**config.mk**
```make
export PLATFORM = sky130hd
export DESIGN_NAME = regs_bus_slave_flat
export DESIGN_NICKNAME = d
export VERILOG_FILES = /design/src/rtl/regs_bus_if.sv /design/src/rtl/regs_bus_slave.sv /design/src/flat_wrapper.sv
export SDC_FILE = /design/constraint.sdc
export NUM_CORES = 1
export LEC_CHECK = 0
export ABC_CLOCK_PERIOD_IN_PS = 2400
export CORE_MARGIN = 2
export CORE_UTILIZATION = 45
export DETAILED_ROUTE_END_ITERATION = 8
export PLACE_DENSITY_LB_ADDON = 0.05
export SLEW_MARGIN = 5
export SYNTH_ARGS = -nofsm -noshare
export SYNTH_HDL_FRONTEND = slang
export SYNTH_SLANG_ARGS = --single-unit
export TNS_END_PERCENT = 10
```
**constraint.sdc**
```tcl
create_clock -name CLK -period 2.4 [get_ports CLK]
set_clock_uncertainty 0.2 [all_clocks]
set_input_delay 0.48 -clock CLK [delete_from_list [all_inputs] [get_ports CLK]]
set_output_delay 0.48 -clock CLK [all_outputs]
set_load 0.01 [all_outputs]
```
**src/rtl/regs_bus_if.sv**
```systemverilog
// Request/acknowledge register bus between the system bus adapter and a register bank.
interface regs_bus_if #(
  parameter int unsigned ADDR_W = 4,
  parameter int unsigned DATA_W = 32
);
  logic              WR_REQ;
  logic              RD_REQ;
  logic [ADDR_W-1:0] ADDR;
  logic [DATA_W-1:0] WD;
  logic              ACK;
  logic [DATA_W-1:0] RD;
  logic              ERR;

  modport master (output WR_REQ, RD_REQ, ADDR, WD, input ACK, RD, ERR);
  modport slave  (input WR_REQ, RD_REQ, ADDR, WD, output ACK, RD, ERR);
endinterface

```
**src/rtl/regs_bus_slave.sv**
```systemverilog
// Register bank front end: CTRL read/write registers, sticky W1C STATUS, IRQ_EN and IRQ.
module regs_bus_slave #(
  parameter int unsigned DATA_W = 32,
  parameter int unsigned ADDR_W = 4,
  parameter int unsigned REG_N  = 4
) (
  input  logic                     CLK,
  input  logic                     RST,
  regs_bus_if.slave                bus,
  output logic [REG_N*DATA_W-1:0]  CTRL,
  output logic [REG_N-1:0]         CTRL_WE,
  input  logic [DATA_W-1:0]        STS_EVT,
  output logic                     IRQ
);

  localparam logic [ADDR_W-1:0] STS_ADDR = ADDR_W'(REG_N);
  localparam logic [ADDR_W-1:0] IEN_ADDR = ADDR_W'(REG_N + 1);

  typedef enum logic {
    S_IDLE,
    S_ACK
  } state_t;

  state_t            state_q;
  logic [DATA_W-1:0] ctrl_q [REG_N];
  logic [DATA_W-1:0] sts_q;
  logic [DATA_W-1:0] ien_q;

  logic [DATA_W-1:0] rd_mux_c;
  logic              hit_c;
  logic              wr_acc_c;
  logic [DATA_W-1:0] sts_clr_c;

  // Address decode and read mux
  always_comb begin
    rd_mux_c = '0;
    hit_c    = 1'b0;
    for (int unsigned k = 0; k < REG_N; k++) begin
      if (bus.ADDR == ADDR_W'(k)) begin
        rd_mux_c = ctrl_q[k];
        hit_c    = 1'b1;
      end
    end
    if (bus.ADDR == STS_ADDR) begin
      rd_mux_c = sts_q;
      hit_c    = 1'b1;
    end
    if (bus.ADDR == IEN_ADDR) begin
      rd_mux_c = ien_q;
      hit_c    = 1'b1;
    end
  end

  assign wr_acc_c  = (state_q == S_IDLE) && bus.WR_REQ;
  assign sts_clr_c = (wr_acc_c && (bus.ADDR == STS_ADDR)) ? bus.WD : '0;

  // Bus FSM, register writes and sticky status; events override a same-edge clear
  always_ff @(posedge CLK or negedge RST) begin
    if (!RST) begin
      state_q <= S_IDLE;
      bus.ACK <= 1'b0;
      bus.RD  <= '0;
      bus.ERR <= 1'b0;
      CTRL_WE <= '0;
      sts_q   <= '0;
      ien_q   <= '0;
      for (int unsigned k = 0; k < REG_N; k++) begin
        ctrl_q[k] <= '0;
      end
    end else begin
      bus.ACK <= 1'b0;
      bus.RD  <= '0;
      bus.ERR <= 1'b0;
      CTRL_WE <= '0;
      sts_q   <= (sts_q & ~sts_clr_c) | STS_EVT;
      case (state_q)
        S_IDLE: begin
          if (bus.WR_REQ) begin
            state_q <= S_ACK;
            bus.ACK <= 1'b1;
            bus.ERR <= !hit_c;
            for (int unsigned k = 0; k < REG_N; k++) begin
              if (bus.ADDR == ADDR_W'(k)) begin
                ctrl_q[k]  <= bus.WD;
                CTRL_WE[k] <= 1'b1;
              end
            end
            if (bus.ADDR == IEN_ADDR) begin
              ien_q <= bus.WD;
            end
          end else if (bus.RD_REQ) begin
            state_q <= S_ACK;
            bus.ACK <= 1'b1;
            bus.RD  <= rd_mux_c;
            bus.ERR <= !hit_c;
          end
        end
        S_ACK: begin
          state_q <= S_IDLE;
        end
        default: begin
          state_q <= S_IDLE;
        end
      endcase
    end
  end

  for (genvar g = 0; g < int'(REG_N); g++) begin : g_ctrl
    assign CTRL[g*DATA_W +: DATA_W] = ctrl_q[g];
  end

  assign IRQ = |(sts_q & ien_q);

endmodule

```
**src/flat_wrapper.sv**
```systemverilog
// flat-port wrapper written by rule: the top's interface ports become plain ports
module regs_bus_slave_flat 
#(
  parameter int unsigned DATA_W = 32,
  parameter int unsigned ADDR_W = 4,
  parameter int unsigned REG_N  = 4
)
  (CLK, RST, CTRL, CTRL_WE, STS_EVT, IRQ, bus_WR_REQ, bus_RD_REQ, bus_ADDR, bus_WD, bus_ACK, bus_RD, bus_ERR);
  regs_bus_if #(.ADDR_W(ADDR_W), .DATA_W(DATA_W)) bus_i ();
  input  logic CLK;
  input  logic RST;
  output logic [REG_N*DATA_W-1:0] CTRL;
  output logic [REG_N-1:0] CTRL_WE;
  input  logic [DATA_W-1:0] STS_EVT;
  output logic IRQ;
  input wire logic [$bits(bus_i.WR_REQ)-1:0] bus_WR_REQ;
  input wire logic [$bits(bus_i.RD_REQ)-1:0] bus_RD_REQ;
  input wire logic [$bits(bus_i.ADDR)-1:0] bus_ADDR;
  input wire logic [$bits(bus_i.WD)-1:0] bus_WD;
  output wire logic [$bits(bus_i.ACK)-1:0] bus_ACK;
  output wire logic [$bits(bus_i.RD)-1:0] bus_RD;
  output wire logic [$bits(bus_i.ERR)-1:0] bus_ERR;
  assign bus_i.WR_REQ = bus_WR_REQ;
  assign bus_i.RD_REQ = bus_RD_REQ;
  assign bus_i.ADDR = bus_ADDR;
  assign bus_i.WD = bus_WD;
  assign bus_ACK = bus_i.ACK;
  assign bus_RD = bus_i.RD;
  assign bus_ERR = bus_i.ERR;
  regs_bus_slave #(.DATA_W(DATA_W), .ADDR_W(ADDR_W), .REG_N(REG_N)) u_core (.CLK(CLK), .RST(RST), .bus(bus_i), .CTRL(CTRL), .CTRL_WE(CTRL_WE), .STS_EVT(STS_EVT), .IRQ(IRQ));
endmodule
```
==> flow_metrics.tcl <==
set metrics [dict create \
    status "finished with violations" \
    violations "setup timing" \
    design.final.nets 1094 \
    io_pins 239 \
    start_util_pct 45.9 \
    num-fill-cells 1696 \
    n_antenna_cell 0 \
    synth_area_sq_um 10100 \
    antenna_found_initial 1 \
    cts_buffer_depth 3 \
    yosys_warnings 0 \
    die_x_um 153 \
    cp.required_ns 1.72 \
    first_pass_iters 5 \
    grt_overflow 0 \
    worst_pin_slew_ns 0.578 \
    syn-num-nets 790 \
    cts_buffers 25 \
    timing_hold_violations_final 0 \
    num_vias 7479 \
    critical_path_class "flop to output pin" \
    drive_gt1_share_pct 32.7 \
    critPathLaunchType "flop" \
    multi_input_area_sq_um 4060 \
    first_global_vias 7790 \
    fin_util_pct 65.1 \
    regToRegStartpoint "u_core.bus.ACK" \
    wire_per_inst_um 22.8 \
    syn_inst 718 \
    cts.sinks 230 \
    ir_worst_vdd_mv 0.639 \
    critPathCapture "IRQ" \
    whs_ns 0.320 \
    fin_ws_ns -0.266 \
    yosys.area.top_type_share_pct 57.2 \
    place.gp.congestion 0.858 \
    arrival_ns 1.99 \
    r2r-end "u_core.ien_q[9]" \
    rsz0062_at_grt "true" \
    clk_latency_ns 0.52 \
    cts_tree "yes" \
    seq_area_sq_um 5760 \
    final-setup-viol-count 1 \
    hold_path.class "input port to flop" \
    synth_top_area_cell "dfrtp_1" \
    hold_start "STS_EVT[10]" \
    clkTransAtPathRegs_ns 0.06 \
    finalCritPeriodShare_pct 111 \
    num_rows 54 \
    dieHeight_um 153 \
    core_area_sq_um 21900 \
    postSynth.asyncResetShare_pct 100 \
    synth.area.top_cells "dfrtp_1 57%, mux2_2 15%, mux4_2 5.6%, mux2_4 4.5%, o21ai_0 3.0%" \
    power_leakage_nw 6.09 \
    power_w 0.0123 \
    cts_root_buffer "clkbuf_16" \
    grt_max_degree 70 \
    path_max_fanout 2 \
    drv_cap 0 \
    routed_wl_mm 30.0 \
    startpoint "u_core.ien_q[30]" \
    post-place-ws_ns -0.173 \
    synth_edf_count 0 \
    final_cell_mix "234 x clkdlybuf4s50_1, 229 x dfrtp_1, 137 x mux2_2" \
    mostFrequentLayoutCell "clkdlybuf4s50_1" \
    io_buffers 238 \
    drc 0 \
    syn2layout_area_growth_pct 41.8 \
    reg2reg_depth 3 \
    critPathCaptureType "output pin" \
    die_area_sq_um 23600 \
    ant_nets 0 \
    power_density_nw_per_um2 862 \
    ys_seq_elements 230 \
    hpwl_mm 21.2 \
    synth.avg_cell_area_sq_um 14.0 \
    r2r_slack_ns 0.54 \
    finalCriticalPeriod_ns 2.67 \
    grtUsageTotal_pct 25.2 \
    htree_num_levels 1 \
    viasPerCell 5.67 \
    grt_pass1_wl_mm 46.5 \
    first_iter_violations 508 \
    synthFlopType "dfrtp_1" \
    synthDistinctLibCells 36 \
    yosysSeqAreaShare_pct 57.2 \
    max_slew_margin_pct 61.5 \
    max_freq_mhz 375 \
    maxSlewViolCount 0 \
]
## cells by family after synthesis
| kind of cell | count (synthesis) | share of synthesized area, % |
|---|---|---|
| AO/OA/AOI/OAI | 152 | 9.02 |
| multiplexers | 192 | 25.4 |
| buffers and inverters | 50 | 2.91 |
| AND/OR/NAND/NOR | 94 | 5.40 |
| flip-flops | 230 | 57.2 |
## state kept, by name, summed over array words and instances, names as in the netlist
name and count:
u_core.CTRL 128, u_core.bus.RD 32, u_core.ien_q 32, u_core.sts_q 32, u_core.CTRL_WE 4, u_core.bus.ACK 1
u_core.bus.ERR 1
## cell usage after synthesis (all sizes together) (5+ instances only)
cell type,n
a21o,32
a21oi,26
a22oi,23
a31oi,7
and3b,7
buf,30
clkbuf,17
dfrtp,230
mux2,167
mux4,25
nand2,34
nand3,32
nand4,5
o21ai,64
## worst min-delay path by stage
stage	cells after the start	to	slack [ns]
finish	2	u_core.sts_q[10]	0.32
global route	2	u_core.sts_q[8]	0.32
CTS	2	u_core.sts_q[10]	0.30
detailed placement	1	u_core.sts_q[19]	0.29
global placement	1	u_core.CTRL[0]	0.28
floorplan	0	u_core.CTRL[0]	-0.02
## layer usage
metal / vias to the layer above / global-route usage [%] / routed length, um
met5: - / 0 / 0
met4: 0 / 5.68 / 619
met3: 39 / 5.05 / 2100
met2: 301 / 41.4 / 14500
met1: 3877 / 35.0 / 12800
li1: 3262 / - / -
## metrics by stage
step                      instances  setup TNS [ns]  cell area (sq um)
after floorplan                 718               0              10100
after global placement         1270          -11.25              13300
after detailed placement       1270          -18.13              13300
after CTS                      1317          -0.296              14200
after global routing           1319          -0.297              14300
final                          1319          -0.266              14300
## worst max-delay path, stage by stage (launching register included)
cell and delay (ns):
dfrtp_1 0.41, a22oi_1 0.20, nand4_1 0.17, or4_4 0.54
buf_6 0.14
## where the power goes
part           switching (W)  internal (W)
Combinational        0.00115       0.00199
Clock                0.00152       0.00252
Sequential          0.000545       0.00456
## final cells by class
class	count	share of cell area, %
tap	280	2.46
timing repair buffer	324	22.5
clock buffer	35	5.07
sequential	230	40.4
clock inverter	9	1.04
inverter	3	0.0790
multi-input combinational	438	28.5
## repair_timing
item,CTS,global route
buffers inserted,2,2
pin swaps,1,3
cloned,0,0
hold buffers,1,0
endpoints found under the hold margin,63,0
endpoints found under the setup margin,1,2
gates resized for setup,6,8
Note: power is estimated with default switching activity, not from simulation.
